### src/rtl/sparce_pkg.sv
// sparce_pkg: shared SPARCE types, SASA entry/data layouts, bus offsets and flush FSM states
package sparce_pkg;
  typedef enum logic {SASA_COND_OR = 1'b0, SASA_COND_AND = 1'b1} sasa_cond_t;
  typedef enum logic {SASA_IDLE = 1'b0, SASA_FLUSH = 1'b1} sasa_state_t;
  typedef struct packed {
    logic valid;
    logic [15:0] tag;
    logic [4:0] rs1;
    logic [4:0] rs2;
    sasa_cond_t cond;
    logic [4:0] skip;
  } sasa_entry_t;
  typedef struct packed {
    logic [15:0] key;
    logic [4:0] rs1;
    logic [4:0] rs2;
    sasa_cond_t cond;
    logic [4:0] skip;
  } sasa_wdata_t;
  localparam logic [31:0] SASA_OFS_ENTRY = 32'd0;
  localparam logic [31:0] SASA_OFS_CFG = 32'd4;
  localparam logic [31:0] SASA_OFS_CMD = 32'd8;
endpackage

### src/rtl/sparce_sasa_table_assoc_if.sv
// sparce_sasa_table_assoc_if: memory-mapped SASA write port
// master drives enable/wen/addr/data and observes busy; slave is the table side.
interface sparce_sasa_table_assoc_if;
  logic sasa_enable;
  logic sasa_wen;
  logic [31:0] sasa_addr;
  logic [31:0] sasa_data;
  logic sasa_busy;
  modport master(output sasa_enable, sasa_wen, sasa_addr, sasa_data, input sasa_busy);
  modport slave(input sasa_enable, sasa_wen, sasa_addr, sasa_data, output sasa_busy);
endinterface

### src/rtl/sparce_sasa_lru.sv
// sparce_sasa_lru: true-LRU age vector for one set
// Ports: CLK, RST (sync, active-high); promote/way move a way to age 0 and age the younger ones;
//        reset_ages restores age i to way i; ages is the age vector, victim the oldest way.
module sparce_sasa_lru #(
  parameter int WAYS = 2,
  parameter int AGE_W = 1
) (
  input  logic CLK,
  input  logic RST,
  input  logic promote,
  input  logic [AGE_W-1:0] way,
  input  logic reset_ages,
  output logic [WAYS-1:0][AGE_W-1:0] ages,
  output logic [AGE_W-1:0] victim
);
  always_ff @(posedge CLK)
    for (int i = 0; i < WAYS; i++)
      if (RST || reset_ages) ages[i] <= AGE_W'(i);
      else if (promote) ages[i] <= (AGE_W'(i) == way) ? '0 : (ages[i] < ages[way]) ? ages[i] + AGE_W'(1) : ages[i];
  always_comb begin
    victim = '0;
    for (int i = 0; i < WAYS; i++) if (ages[i] == AGE_W'(WAYS - 1)) victim = AGE_W'(i);
  end
endmodule

### src/rtl/sparce_sasa_table_assoc.sv
// sparce_sasa_table_assoc: N-way set-associative SASA skip-ahead table with flush walk
// Ports: CLK, RST (sync, active-high); pc lookup key; bus = SASA write port (entry +0, config +4,
//        command +8, busy); sasa_rs1/sasa_rs2/condition/insts_to_skip = hit entry fields (0/OR on miss);
//        preceding_pc = pc; valid = skip permitted.
// Optional: SPARCE_SASA_STATS_EN adds saturating lookup_hits/skips_taken counters (cmd bit 2 clears).
module sparce_sasa_table_assoc import sparce_pkg::*; #(
  parameter int SASA_ENTRIES = 16,
  parameter int SASA_WAYS = 2,
  parameter logic [31:0] SASA_ADDR = 32'h9000_0000
) (
  input  logic CLK,
  input  logic RST,
  input  logic [31:0] pc,
  sparce_sasa_table_assoc_if.slave bus,
  output logic [4:0] sasa_rs1,
  output logic [4:0] sasa_rs2,
  output sasa_cond_t condition,
  output logic [4:0] insts_to_skip,
  output logic [31:0] preceding_pc,
  output logic valid
`ifdef SPARCE_SASA_STATS_EN
  ,
  output logic [31:0] lookup_hits,
  output logic [31:0] skips_taken
`endif
);
  localparam int SETS = SASA_ENTRIES / SASA_WAYS;
  localparam int IDX_W = SETS > 1 ? $clog2(SETS) : 0;
  localparam int TAG_W = 16 - IDX_W;
  localparam int AGE_W = SASA_WAYS > 1 ? $clog2(SASA_WAYS) : 1;
  localparam int SW = IDX_W > 0 ? IDX_W : 1;
  function automatic logic [SW-1:0] set_of(logic [15:0] k);
    return SETS > 1 ? k[SW-1:0] : '0;
  endfunction
  function automatic logic [15:0] tag_of(logic [15:0] k);
    return 16'(k[15:16-TAG_W]);
  endfunction
  sasa_state_t state;
  logic busy, cfg;
  logic [SW-1:0] cnt;
  sasa_entry_t ent [SETS][SASA_WAYS];
  logic [SETS-1:0][SASA_WAYS-1:0][AGE_W-1:0] ages;
  logic [SETS-1:0][AGE_W-1:0] victim;
  sasa_wdata_t wd;
  sasa_entry_t e_hit;
  logic [SW-1:0] set_l, set_w;
  logic [15:0] tag_l, tag_w;
  logic [AGE_W-1:0] hway, wway;
  logic hit, idle, acc, wr_ent, wr_cfg, wr_cmd, do_flush, do_inv, prom_hit;
  assign wd = bus.sasa_data;
  assign set_l = set_of(pc[17:2]);
  assign tag_l = tag_of(pc[17:2]);
  assign set_w = set_of(wd.key);
  assign tag_w = tag_of(wd.key);
  // Descending scan so the lowest matching way wins if duplicates ever exist.
  always_comb begin
    hit = 1'b0;
    hway = '0;
    for (int w = SASA_WAYS - 1; w >= 0; w--)
      if (ent[set_l][w].valid && ent[set_l][w].tag == tag_l) begin
        hit = 1'b1;
        hway = AGE_W'(w);
      end
  end
  // Later loop overrides earlier: matching tag beats lowest invalid beats LRU victim.
  always_comb begin
    wway = victim[set_w];
    for (int w = SASA_WAYS - 1; w >= 0; w--) if (!ent[set_w][w].valid) wway = AGE_W'(w);
    for (int w = SASA_WAYS - 1; w >= 0; w--) if (ent[set_w][w].valid && ent[set_w][w].tag == tag_w) wway = AGE_W'(w);
  end
  assign e_hit = ent[set_l][hway];
  assign sasa_rs1 = hit ? e_hit.rs1 : '0;
  assign sasa_rs2 = hit ? e_hit.rs2 : '0;
  assign insts_to_skip = hit ? e_hit.skip : '0;
  assign condition = hit ? e_hit.cond : SASA_COND_OR;
  assign preceding_pc = pc;
  assign idle = state == SASA_IDLE;
  assign valid = hit && !cfg && pc[31:18] == '0 && idle;
  assign bus.sasa_busy = busy;
  assign acc = bus.sasa_enable && bus.sasa_wen;
  assign wr_ent = acc && idle && bus.sasa_addr == SASA_ADDR + SASA_OFS_ENTRY;
  assign wr_cfg = acc && bus.sasa_addr == SASA_ADDR + SASA_OFS_CFG;
  assign wr_cmd = acc && idle && bus.sasa_addr == SASA_ADDR + SASA_OFS_CMD;
  assign do_flush = wr_cmd && bus.sasa_data[0];
  assign do_inv = wr_cmd && bus.sasa_data[1] && !bus.sasa_data[0];
  assign prom_hit = hit && idle && !wr_ent && !wr_cmd;
  for (genvar s = 0; s < SETS; s++) begin : g_set
    sparce_sasa_lru #(.WAYS(SASA_WAYS), .AGE_W(AGE_W)) u_lru (
      .CLK(CLK),
      .RST(RST),
      .promote((wr_ent && set_w == SW'(s)) || (prom_hit && set_l == SW'(s))),
      .way(wr_ent ? wway : hway),
      .reset_ages(state == SASA_FLUSH && cnt == SW'(s)),
      .ages(ages[s]),
      .victim(victim[s])
    );
  end
  always_ff @(posedge CLK)
    if (RST) begin
      state <= SASA_IDLE;
      busy <= 1'b0;
      cnt <= '0;
      cfg <= 1'b0;
      for (int s = 0; s < SETS; s++) for (int w = 0; w < SASA_WAYS; w++) ent[s][w] <= '0;
    end else begin
      if (wr_cfg) cfg <= bus.sasa_data[0];
      if (do_flush) begin
        state <= SASA_FLUSH;
        busy <= 1'b1;
        cnt <= '0;
      end else if (state == SASA_FLUSH) begin
        for (int w = 0; w < SASA_WAYS; w++) ent[cnt][w].valid <= 1'b0;
        if (cnt == SW'(SETS - 1)) begin
          state <= SASA_IDLE;
          busy <= 1'b0;
        end else cnt <= cnt + SW'(1);
      end
      if (wr_ent) ent[set_w][wway] <= '{valid: 1'b1, tag: tag_w, rs1: wd.rs1, rs2: wd.rs2, cond: wd.cond, skip: wd.skip};
      if (do_inv)
        for (int w = 0; w < SASA_WAYS; w++)
          if (ent[set_w][w].valid && ent[set_w][w].tag == tag_w) ent[set_w][w].valid <= 1'b0;
    end
`ifdef SPARCE_SASA_STATS_EN
  always_ff @(posedge CLK)
    if (RST || (wr_cmd && bus.sasa_data[2])) begin
      lookup_hits <= '0;
      skips_taken <= '0;
    end else begin
      if (hit && ~&lookup_hits) lookup_hits <= lookup_hits + 32'd1;
      if (valid && ~&skips_taken) skips_taken <= skips_taken + 32'd1;
    end
`endif
endmodule

### src/flat_wrapper.sv
// flat-port wrapper written by rule: the top's interface ports become plain ports
module sparce_sasa_table_assoc_flat import sparce_pkg::*;
#(
  parameter int SASA_ENTRIES = 16,
  parameter int SASA_WAYS = 2,
  parameter logic [31:0] SASA_ADDR = 32'h9000_0000
)
  (CLK, RST, pc, sasa_rs1, sasa_rs2, condition, insts_to_skip, preceding_pc, valid, bus_sasa_enable, bus_sasa_wen, bus_sasa_addr, bus_sasa_data, bus_sasa_busy);
  sparce_sasa_table_assoc_if bus_i ();
  input  logic CLK;
  input  logic RST;
  input  logic [31:0] pc;
  output logic [4:0] sasa_rs1;
  output logic [4:0] sasa_rs2;
  output sasa_cond_t condition;
  output logic [4:0] insts_to_skip;
  output logic [31:0] preceding_pc;
  output logic valid;
  input wire logic [$bits(bus_i.sasa_enable)-1:0] bus_sasa_enable;
  input wire logic [$bits(bus_i.sasa_wen)-1:0] bus_sasa_wen;
  input wire logic [$bits(bus_i.sasa_addr)-1:0] bus_sasa_addr;
  input wire logic [$bits(bus_i.sasa_data)-1:0] bus_sasa_data;
  output wire logic [$bits(bus_i.sasa_busy)-1:0] bus_sasa_busy;
  assign bus_i.sasa_enable = bus_sasa_enable;
  assign bus_i.sasa_wen = bus_sasa_wen;
  assign bus_i.sasa_addr = bus_sasa_addr;
  assign bus_i.sasa_data = bus_sasa_data;
  assign bus_sasa_busy = bus_i.sasa_busy;
  sparce_sasa_table_assoc #(.SASA_ENTRIES(SASA_ENTRIES), .SASA_WAYS(SASA_WAYS), .SASA_ADDR(SASA_ADDR)) u_core (.CLK(CLK), .RST(RST), .pc(pc), .bus(bus_i), .sasa_rs1(sasa_rs1), .sasa_rs2(sasa_rs2), .condition(condition), .insts_to_skip(insts_to_skip), .preceding_pc(preceding_pc), .valid(valid));
endmodule
### config.mk
export PLATFORM = sky130hd
export DESIGN_NAME = sparce_sasa_table_assoc_flat
export DESIGN_NICKNAME = d
export VERILOG_FILES = /design/src/rtl/sparce_pkg.sv /design/src/rtl/sparce_sasa_table_assoc_if.sv /design/src/rtl/sparce_sasa_lru.sv /design/src/rtl/sparce_sasa_table_assoc.sv /design/src/flat_wrapper.sv
export SDC_FILE = /design/constraint.sdc
export NUM_CORES = 1
export LEC_CHECK = 0
export BUFFER_PORTS_ARGS = -buffer_cell sky130_fd_sc_hd__buf_2
export CAP_MARGIN = 0
export CORE_ASPECT_RATIO = 0.9
export CORE_MARGIN = 8
export CORE_UTILIZATION = 58
export CTS_BUF_LIST = sky130_fd_sc_hd__clkbuf_8
export DETAILED_ROUTE_END_ITERATION = 8
export GPL_TIMING_DRIVEN = 0
export MAX_ROUTING_LAYER = met4
export PLACE_DENSITY = 0.86
export SYNTH_ARGS = -nofsm -noshare
export SYNTH_HDL_FRONTEND = slang
export SYNTH_HIERARCHICAL = 1
export SYNTH_SLANG_ARGS = --single-unit
### constraint.sdc
create_clock -name CLK -period 4.94 [get_ports CLK]
set_input_delay 0.988 -clock CLK [delete_from_list [all_inputs] [get_ports CLK]]
set_output_delay 0.988 -clock CLK [all_outputs]
set_load 0.05 [all_outputs]
# Word level (Yosys, flattened, before mapping)
# Memory sizes are Yosys's and may differ from the RTL's.
# Cells that the tools add are included.
[totals] register_bits=22 latch_bits=0 ramBits=480 rom_bits=0 inputBits=100 out_inout_bits=50 elab_cells=305 memories=1
[classes] n_addsub=17 multipliers=0 div=0 order_cmp=21 eq_ne=36 shifts=0 muxes=106 bitwise_logic=6 reduce_logical=98
[memory_table] memory="u_core.ent" words=8 word_bits=60 read_ports=2 rd_ports_with_merged_regs=0 write_ports=8 line_no="sparce_sasa_table_assoc.sv:41" text="sasa_entry_t ent [SETS][SASA_WAYS];"
[op_table] cell="2-to-1 mux 60 bit" n=3
[op_table] cell="OR reduction 60 bit" n=2
[op_table] cell="equality test 32 bit (second input constant)" n=3
[op_table] cell="2-to-1 mux 1 bit" n=90
[op_table] cell="2-to-1 mux 66 bit" n=1
[op_table] cell="equality test 16 x 13 -> 1 bit" n=4
[op_table] cell="2-to-1 mux 16 bit" n=3
[op_table] cell="logical AND 1 bit" n=43
[op_table] cell="equality test 3 bit (second input constant)" n=12
[op_table] cell="AND reduction 2 bit" n=18
[op_table] cell="demux 33 bit (select 1 bit)" n=1
[op_table] cell="2-to-1 mux 33 bit" n=1
[op_table] cell="nonzero test 2 bit" n=10
[op_table] cell="equality test 3 x 2 -> 1 bit (second input constant)" n=6
[op_table] cell="adder 1 bit (second input constant)" n=16
[op_table] cell="logical OR 1 bit" n=16
[op_table] cell="< comparator 1 bit" n=16
[op_table] cell="2-to-1 mux 5 bit" n=3
[op_table] cell="logical NOT 14 bit" n=1
[op_table] cell="inequality test 2 bit (second input constant)" n=7
[op_table] cell="equality test 3 x 1 -> 1 bit (second input constant)" n=3
[op_table] cell="logical NOT 3 bit" n=3
[op_table] cell="2-to-1 mux 3 bit" n=2
[op_table] cell="greater-or-equal comparator 2 bit (second input constant)" n=2
[op_table] cell="12 further kinds" n=18

# Logic depth before layout (Yosys ltp)
# Gate-level depths: netlist (run 1).
[logic_depth] word_depth=16 ltp_mapped=17 depth_no_buf=10

# Modules after synthesis
# The synthesis (run 1) kept the hierarchy.
[modules_own_cells] mod="sparce_sasa_table_assoc" n_inst=1 cells_per_inst=1952 area_per_inst_um2=26670.6 seq_area_each_um2=14533.9
[modules_own_cells] mod="sparce_sasa_lru" n_inst=8 cells_per_inst=10 area_per_inst_um2=87.6 seq_area_each_um2=40.0

# Least setup slack after synthesis (run 1)
# Ideal clock, no wire load.
[synth_path] path_kind="input -> output" start="input port pc[3]" end="output port valid" arrival_ps=4684 required_ps=3952 slack_ps=-732 cell_stages=11 n_path_buf=5 cell_sequence="buf_2 buf_2 clkbuf_1 buf_1 mux4_2 mux2i_1 xnor2_1 nor4_1 nand4_1 clkbuf_1 a211oi_1"
[synth_via] elab_chain_cells=8 elab_cells_between_ends=10 classes_between="eq/ne: 2; mux: 2; reduce/logical: 5; memory: 1"
[synth_lines] element="from (decl)" line_no="flat_wrapper.sv:12" text="input logic [31:0] pc;"
[synth_lines] element="memory read (8 x 60 bit) *"
[synth_lines] element="equality test 16 x 13 -> 1 bit" line_no="sparce_sasa_table_assoc.sv:60" text="if (ent[set_l][w].valid && ent[set_l][w].tag == tag_l) begin"
[synth_lines] element="logical AND 1 bit" line_no="sparce_sasa_table_assoc.sv:60"
[synth_lines] element="2-to-1 mux 1 bit" line_no="sparce_sasa_table_assoc.sv:60"
[synth_lines] element="2-to-1 mux 1 bit *" line_no="sparce_sasa_table_assoc.sv:60"
[synth_lines] element="logical AND 1 bit * (3 in a row)" line_no="sparce_sasa_table_assoc.sv:78" text="assign valid = hit && !cfg && pc[31:18] == '0 && idle;"
[synth_lines] element="to (decl)" line_no="flat_wrapper.sv:18" text="output logic valid;"
# Every way passes the cells marked *; elsewhere a longest branch is shown, timed or not.

==> flow_summary.ini, run 1 <==
[global_route]
grt_usage = 0.408
grt_max_degree = 21
grt_pass1_wl_um = 155000
grt-ovfl-total = 0
antenna_found_initial = 5
grt_pass1_vias = 21311

[critical_path]
critPathSlowestCell = clkbuf_1
crit_chain = buf_2 -> clkbuf_4 -> buf_4 -> buf_4 -> mux4_2 -> mux2i_2 -> nor3_1 -> nand4_1 -> buf_4 -> nor3_4 -> or2_2 -> clkbuf_1 -> a21oi_2 -> clkbuf_1 -> nor3b_1
path_common_cell = buf_4
crit_required_ns = 5.31
cp_max_fo = 10
slowest_delay_ns = 0.76
cp-end-kind = register
critPathArrivalTime_ns = 5.63
path_class = in -> reg
worstSetupStartpointType = input port

[hold_path]
hold_class = reg -> reg

[clocking]
cts_sinks = 502
cts-root-buf = clkbuf_8
clkLatencyLatePin_ns = 0.69
cts.path.max_buffers = 3
clk_pin_slew_worst_paths_ns = 0.06
numCtsBuffers = 81
cts_tree = yes
htreeDepth = 3

[timing]
clock_skew_ns = 0.0421
fin_crit_sh = 1.06
fmax_ghz = 0.190
setup_slack_ns = -0.321
maxSlewHeadroom = 0.108
min_period_ns = 5.26
maxSlewViolCount = 0
tightest_slew_ns = 1.34
setup_tns_ns = -28.58
holdWs_ns = 0.486
finalSetupViolations = 406
rsz0062_at_grt = true
hold_viol = 0

[synth]
syn-num-nets = 2130
synth_cells = 2024
syn_area_um2 = 27300
yosysWarnings = 6
synth_area_per_cell_um2 = 13.5

[die]
dieArea_um2 = 54300
die_y_um = 222
ios = 150
rows = 75
coreArea_um2 = 46500
die_w_um = 245
start_util = 0.587

[placed_design]
portBuffers = 135
dpl.cell_count = 2776
dp_hpwl_um = 74100
place_area_um2 = 28800
gp_congestion = 1.06
place_ws_ns = -3.01

[layout]
nNetsFinal = 2424
design_area_um2 = 32100
drive_gt1_frac = 0.325
final_util = 0.689
fillers = 3214
stdcell_count = 2994
areaGrowthSynthToFinish_pct = 17.4

[routing]
drt_iter0_markers = 4026
drc = 1
dr.pass1.iters = 9
vias = 22363
avgRoutedWirePerCell_um = 37.1
viasPerCell = 7.47
routed_wl_um = 111000
final_antenna_net_count = 0

[power]
power_mw = 9.59
peakVddDrop_mv = 0.182
power.leakage_nw = 11.5
powerDensity_nw_per_um2 = 299

[run]
maxCapViolations = 0

[run_status]
violations = DRC, setup timing
status = complete, but fails checks
==> area by class of cell <==
class / instances / area [um2] / area share
sequential: 502 / 14900 / 0.463
buffer: 245 / 1510 / 0.0472
clock buffer: 83 / 1140 / 0.0356
timing repair buffer: 195 / 1480 / 0.0461
inverter: 29 / 109 / 0.00340
antenna: 3 / 7.51 / 0.000234
multi-input combinational: 1264 / 11900 / 0.371
tap: 616 / 771 / 0.0240
clock inverter: 57 / 277 / 0.00863
==> report_power, final <==
group	internal, mW	leakage [nW]	total, mW	switching, mW
clock	1.61	0.843	3.36	1.75
combinational	0.497	5.88	1.29	0.793
sequential	4.85	4.77	4.94	0.0941
total	6.95	11.5	9.59	2.64
==> state kept, by name, summed over array words and instances (netlist names) <==
register	count
u_core/ent	480
u_core/cnt	3
u_core/state	1
u_core/g_set.u_lru/ages	16
u_core/bus.sasa_busy	1
u_core/cfg	1
==> worst max-delay path: cells and delay by family <==
family                 cells  cell delay, ns
AO/OA/AOI/OAI              1            0.56
buffers and inverters      7            2.43
multiplexers               2            0.79
AND/OR/NAND/NOR            5            0.82
==> worst paths after layout <==
| check | to | startpoint | depth (start not counted) | slack, ns |
|---|---|---|---|---|
| setup / recovery | u_core/ent[5][46] | bus_sasa_data[17] | 15 | -0.32 |
| hold / removal | u_core/bus.sasa_busy | u_core/bus.sasa_busy | 2 | 0.49 |
| setup reg to reg | u_core/ent[1][36] | u_core/ent[1][24] | 12 | 0.50 |
| hold reg to reg | u_core/bus.sasa_busy | u_core/bus.sasa_busy | 2 | 0.49 |
==> metal layers <==
metal	vias to the layer above	global-route usage	share of wire
met5	-	-	0
met4	0	0.185	0.062
met3	515	0.196	0.19
met2	2434	0.549	0.41
met1	10964	0.516	0.33
li1	8450	-	-
==> what timing repair did <==
action                     4_1_cts  5_1_grt
hold buffers                     0        0
pin swaps                       12        5
gates resized for setup        232      102
setup endpoints to repair      992      763
setup buffers                   46       13
cloned                          15        2
==> cell usage in the layout (no fill, tap or decap), types with 11 or more instances in the layout <==
master,instances
a211oi_4,15
nor3b_1,28
edfxtp_1,480
o22ai_1,30
mux2i_2,11
mux4_2,136
o21ai_2,13
nand2_1,65
or2_4,29
a211oi_1,12
buf_2,142
clkbuf_8,86
clkbuf_1,91
buf_12,29
mux2_2,44
a21oi_1,25
a21o_1,16
clkbuf_2,34
o21ai_0,17
buf_6,15
nor3_1,20
clkinv_1,12
nor4_1,18
nor2b_1,23
nand2b_1,11
clkbuf_4,19
mux2i_1,66
nor2_1,39
and4_1,172
and3_1,21
and2_1,219
or3_1,11
xnor2_1,38
inv_1,62
dfxtp_1,22
buf_4,97
Power figures use the tool's default switching activity.
==> run 2, diff against run 1 <==
Settings changed: CORE_UTILIZATION 58 to 59, PLACE_DENSITY 0.86 to 0.84.
Clock period 4.94 ns to 6.3 ns, I/O delays scaled along.
==> run 2 against run 1 <==
Register-to-register slack better by 0.68 ns; total power is 21% lower; sequential power is 22% lower; worst hold slack worse by 0.0027 ns; sequential cell count stayed put; clock power is 16% lower; the flow finishes with violations (setup timing); sequential share of layout area is 2.1 points higher.
==> flow_summary.ini, run 2 (synthesis gave the netlist of run 1 again) <==
[critical_path]
r2r-start = u_core/ent[3][24]
slowest_delay_ns = 0.58
crit_chain = buf_2 -> buf_2 -> buf_2 -> clkbuf_4 -> mux4_2 -> mux2i_1 -> nor3_1 -> nand4_1 -> nor3_4 -> buf_4 -> or3_1 -> a21oi_2 -> clkbuf_1 -> or2_4
rrSetupSlack_ns = 1.18
worstSetupStartpointType = input port
cp-end-kind = register
critPathArrivalTime_ns = 6.75
cp_top_family = buffers and inverters
path_common_cell = buf_2
rr_worst_depth = 11
crit_required_ns = 6.61
path_class = in -> reg
r2r-end = u_core/ent[2][17]
critPathSlowestCell = clkbuf_1
cp.buffers_inverters = 6
cp_max_fo = 29

[timing]
maxSlewViolCount = 0
min_period_ns = 6.44
tightest_slew_ns = 1.24
fmax_ghz = 0.155
setup_slack_ns = -0.136
hold_viol = 0
fin_crit_sh = 1.02
clock_skew_ns = 0.0319
setup_tns_ns = -9.17
maxSlewHeadroom = 0.163
finalSetupViolations = 146

[placed_design]
place_ws_ns = -1.81
portBuffers = 135
gp_congestion = 1.06
dp_hpwl_um = 76200
dpl.cell_count = 2768

[layout]
largest_register_ffs = 480
regArea_um2 = 14900
fillers = 3309
mostFrequentLayoutCells = edfxtp_1, and2_1, and4_1
largestRegisters = u_core/ent x480, u_core/g_set.u_lru/ages x16, u_core/cnt x3
multiInputGateArea_um2 = 11400
nNetsFinal = 2360
final_util = 0.673
drive_gt1_frac = 0.269
regMostFlops = u_core/ent
final_common_cell = edfxtp_1
areaGrowthSynthToFinish_pct = 12.3
stdcell_count = 2929

[routing]
drc = 0
routed_wl_um = 108000
vias = 21390
avgRoutedWirePerCell_um = 36.8
drt_iter0_markers = 3952
final_antenna_net_count = 0
viasPerCell = 7.30
dr.pass1.iters = 8

[power]
power.leakage_nw = 10.8
comb_power_share = 0.120
peakVddDrop_mv = 0.193
powerDensity_nw_per_um2 = 248
p_int_mw = 5.57
switching_share = 0.268
power_mw = 7.61
p_seq_frac = 0.508
p_switching_mw = 2.04
clock_power_share = 0.372

[clocking]
htreeDepth = 3
clkLatencyLatePin_ns = 0.69
numCtsBuffers = 83
cts_tree = yes
cts.path.max_buffers = 3
cts_sinks = 502
hold_buffers = 0
clk_pin_slew_worst_paths_ns = 0.07
cts-root-buf = clkbuf_8

[die]
start_util = 0.600
dieArea_um2 = 53400
coreArea_um2 = 45600
die_w_um = 243
rows = 74
ios = 150
die_y_um = 220

[hold_path]
min_from = u_core/bus.sasa_busy
hold_class = reg -> reg
whs_path_depth = 2
whs_endpoint = u_core/bus.sasa_busy

[global_route]
grt_usage = 0.404
grt_pass1_vias = 20339
grt_max_degree = 30
grt-ovfl-total = 0
antenna_found_initial = 8
grt_pass1_wl_um = 149000

[run_status]
status = complete, but fails checks
violations = setup timing

[run]
maxCapViolations = 0
-- run 2: cell types whose count changed in the layout (fill, tap and decap cells not counted), sizes merged --
cell,before,now
diode,3,4
bufinv,1,5
clkbuf,231,236
clkinvlp,3,4
inv,65,51
or2,38,24
clkinv,17,34
buf,289,232
-- run 2: stage by stage --
step | instance area, um2 | hold WS (ns)
4_1_cts | 30500 | 0.487
5_1_grt | 30700 | 0.528
6_report | 30700 | 0.484
2_1_floorplan | 27300 | 0.464
3_5_place_dp | 28800 | 0.477
3_3_place_gp | 28700 | 0.480
-- run 2: timing repair --
item,CTS,global route
gates cloned,1,2
resized for setup,71,29
buffers inserted,4,2
pin swaps,2,1
endpoints found under the setup margin,490,419
-- run 2: final cells by class --
type,instances,share of cell area
Timing Repair Buffer,142,0.0244
Sequential cell,502,0.484
Inverter,29,0.00355
Tap cell,608,0.0248
Buffer,246,0.0407
Multi-Input combinational cell,1250,0.371
Antenna cell,4,0.000326
Clock buffer,83,0.0373
Clock inverter,65,0.0141
-- run 2: power groups by stage --
stage               sequential, mW  clock (mW)  combinational [mW]
floorplan                     3.90           0               0.529
global placement              3.92           0               0.843
detailed placement            3.93           0               0.851
CTS                           3.86        2.82               0.865
global route                  3.88        2.95               0.922
finish                        3.87        2.83               0.915
-- run 2: routing by layer --
| layer | part of all wire | up-vias | global-route usage |
|---|---|---|---|
| met1 | 0.36 | 10545 | 0.527 |
| met5 | 0 | - | - |
| li1 | - | 8341 | - |
| met2 | 0.41 | 2157 | 0.537 |
| met3 | 0.19 | 347 | 0.198 |
| met4 | 0.044 | 0 | 0.156 |
-- run 2: tightest hold or removal path: cells and delay by family (launching register included) --
family          cells  cell delay [ns]
flops               1             0.32
simple gates        1             0.06
compound gates      1             0.06
-- run 2: how the worst max path moves through the flow --
stage                     slack (ns)  cells after the start               from                end
after floorplan                 0.08                     11              pc[3]              valid
after global placement         -1.87                     13  bus_sasa_data[18]  u_core/ent[0][47]
after detailed placement       -1.81                     13  bus_sasa_data[18]  u_core/ent[0][47]
after CTS                      -0.02                     13  bus_sasa_data[17]  u_core/ent[2][55]
after global routing           -0.01                     14              pc[3]        sasa_rs2[0]
final                          -0.14                     14  bus_sasa_data[17]  u_core/ent[4][43]
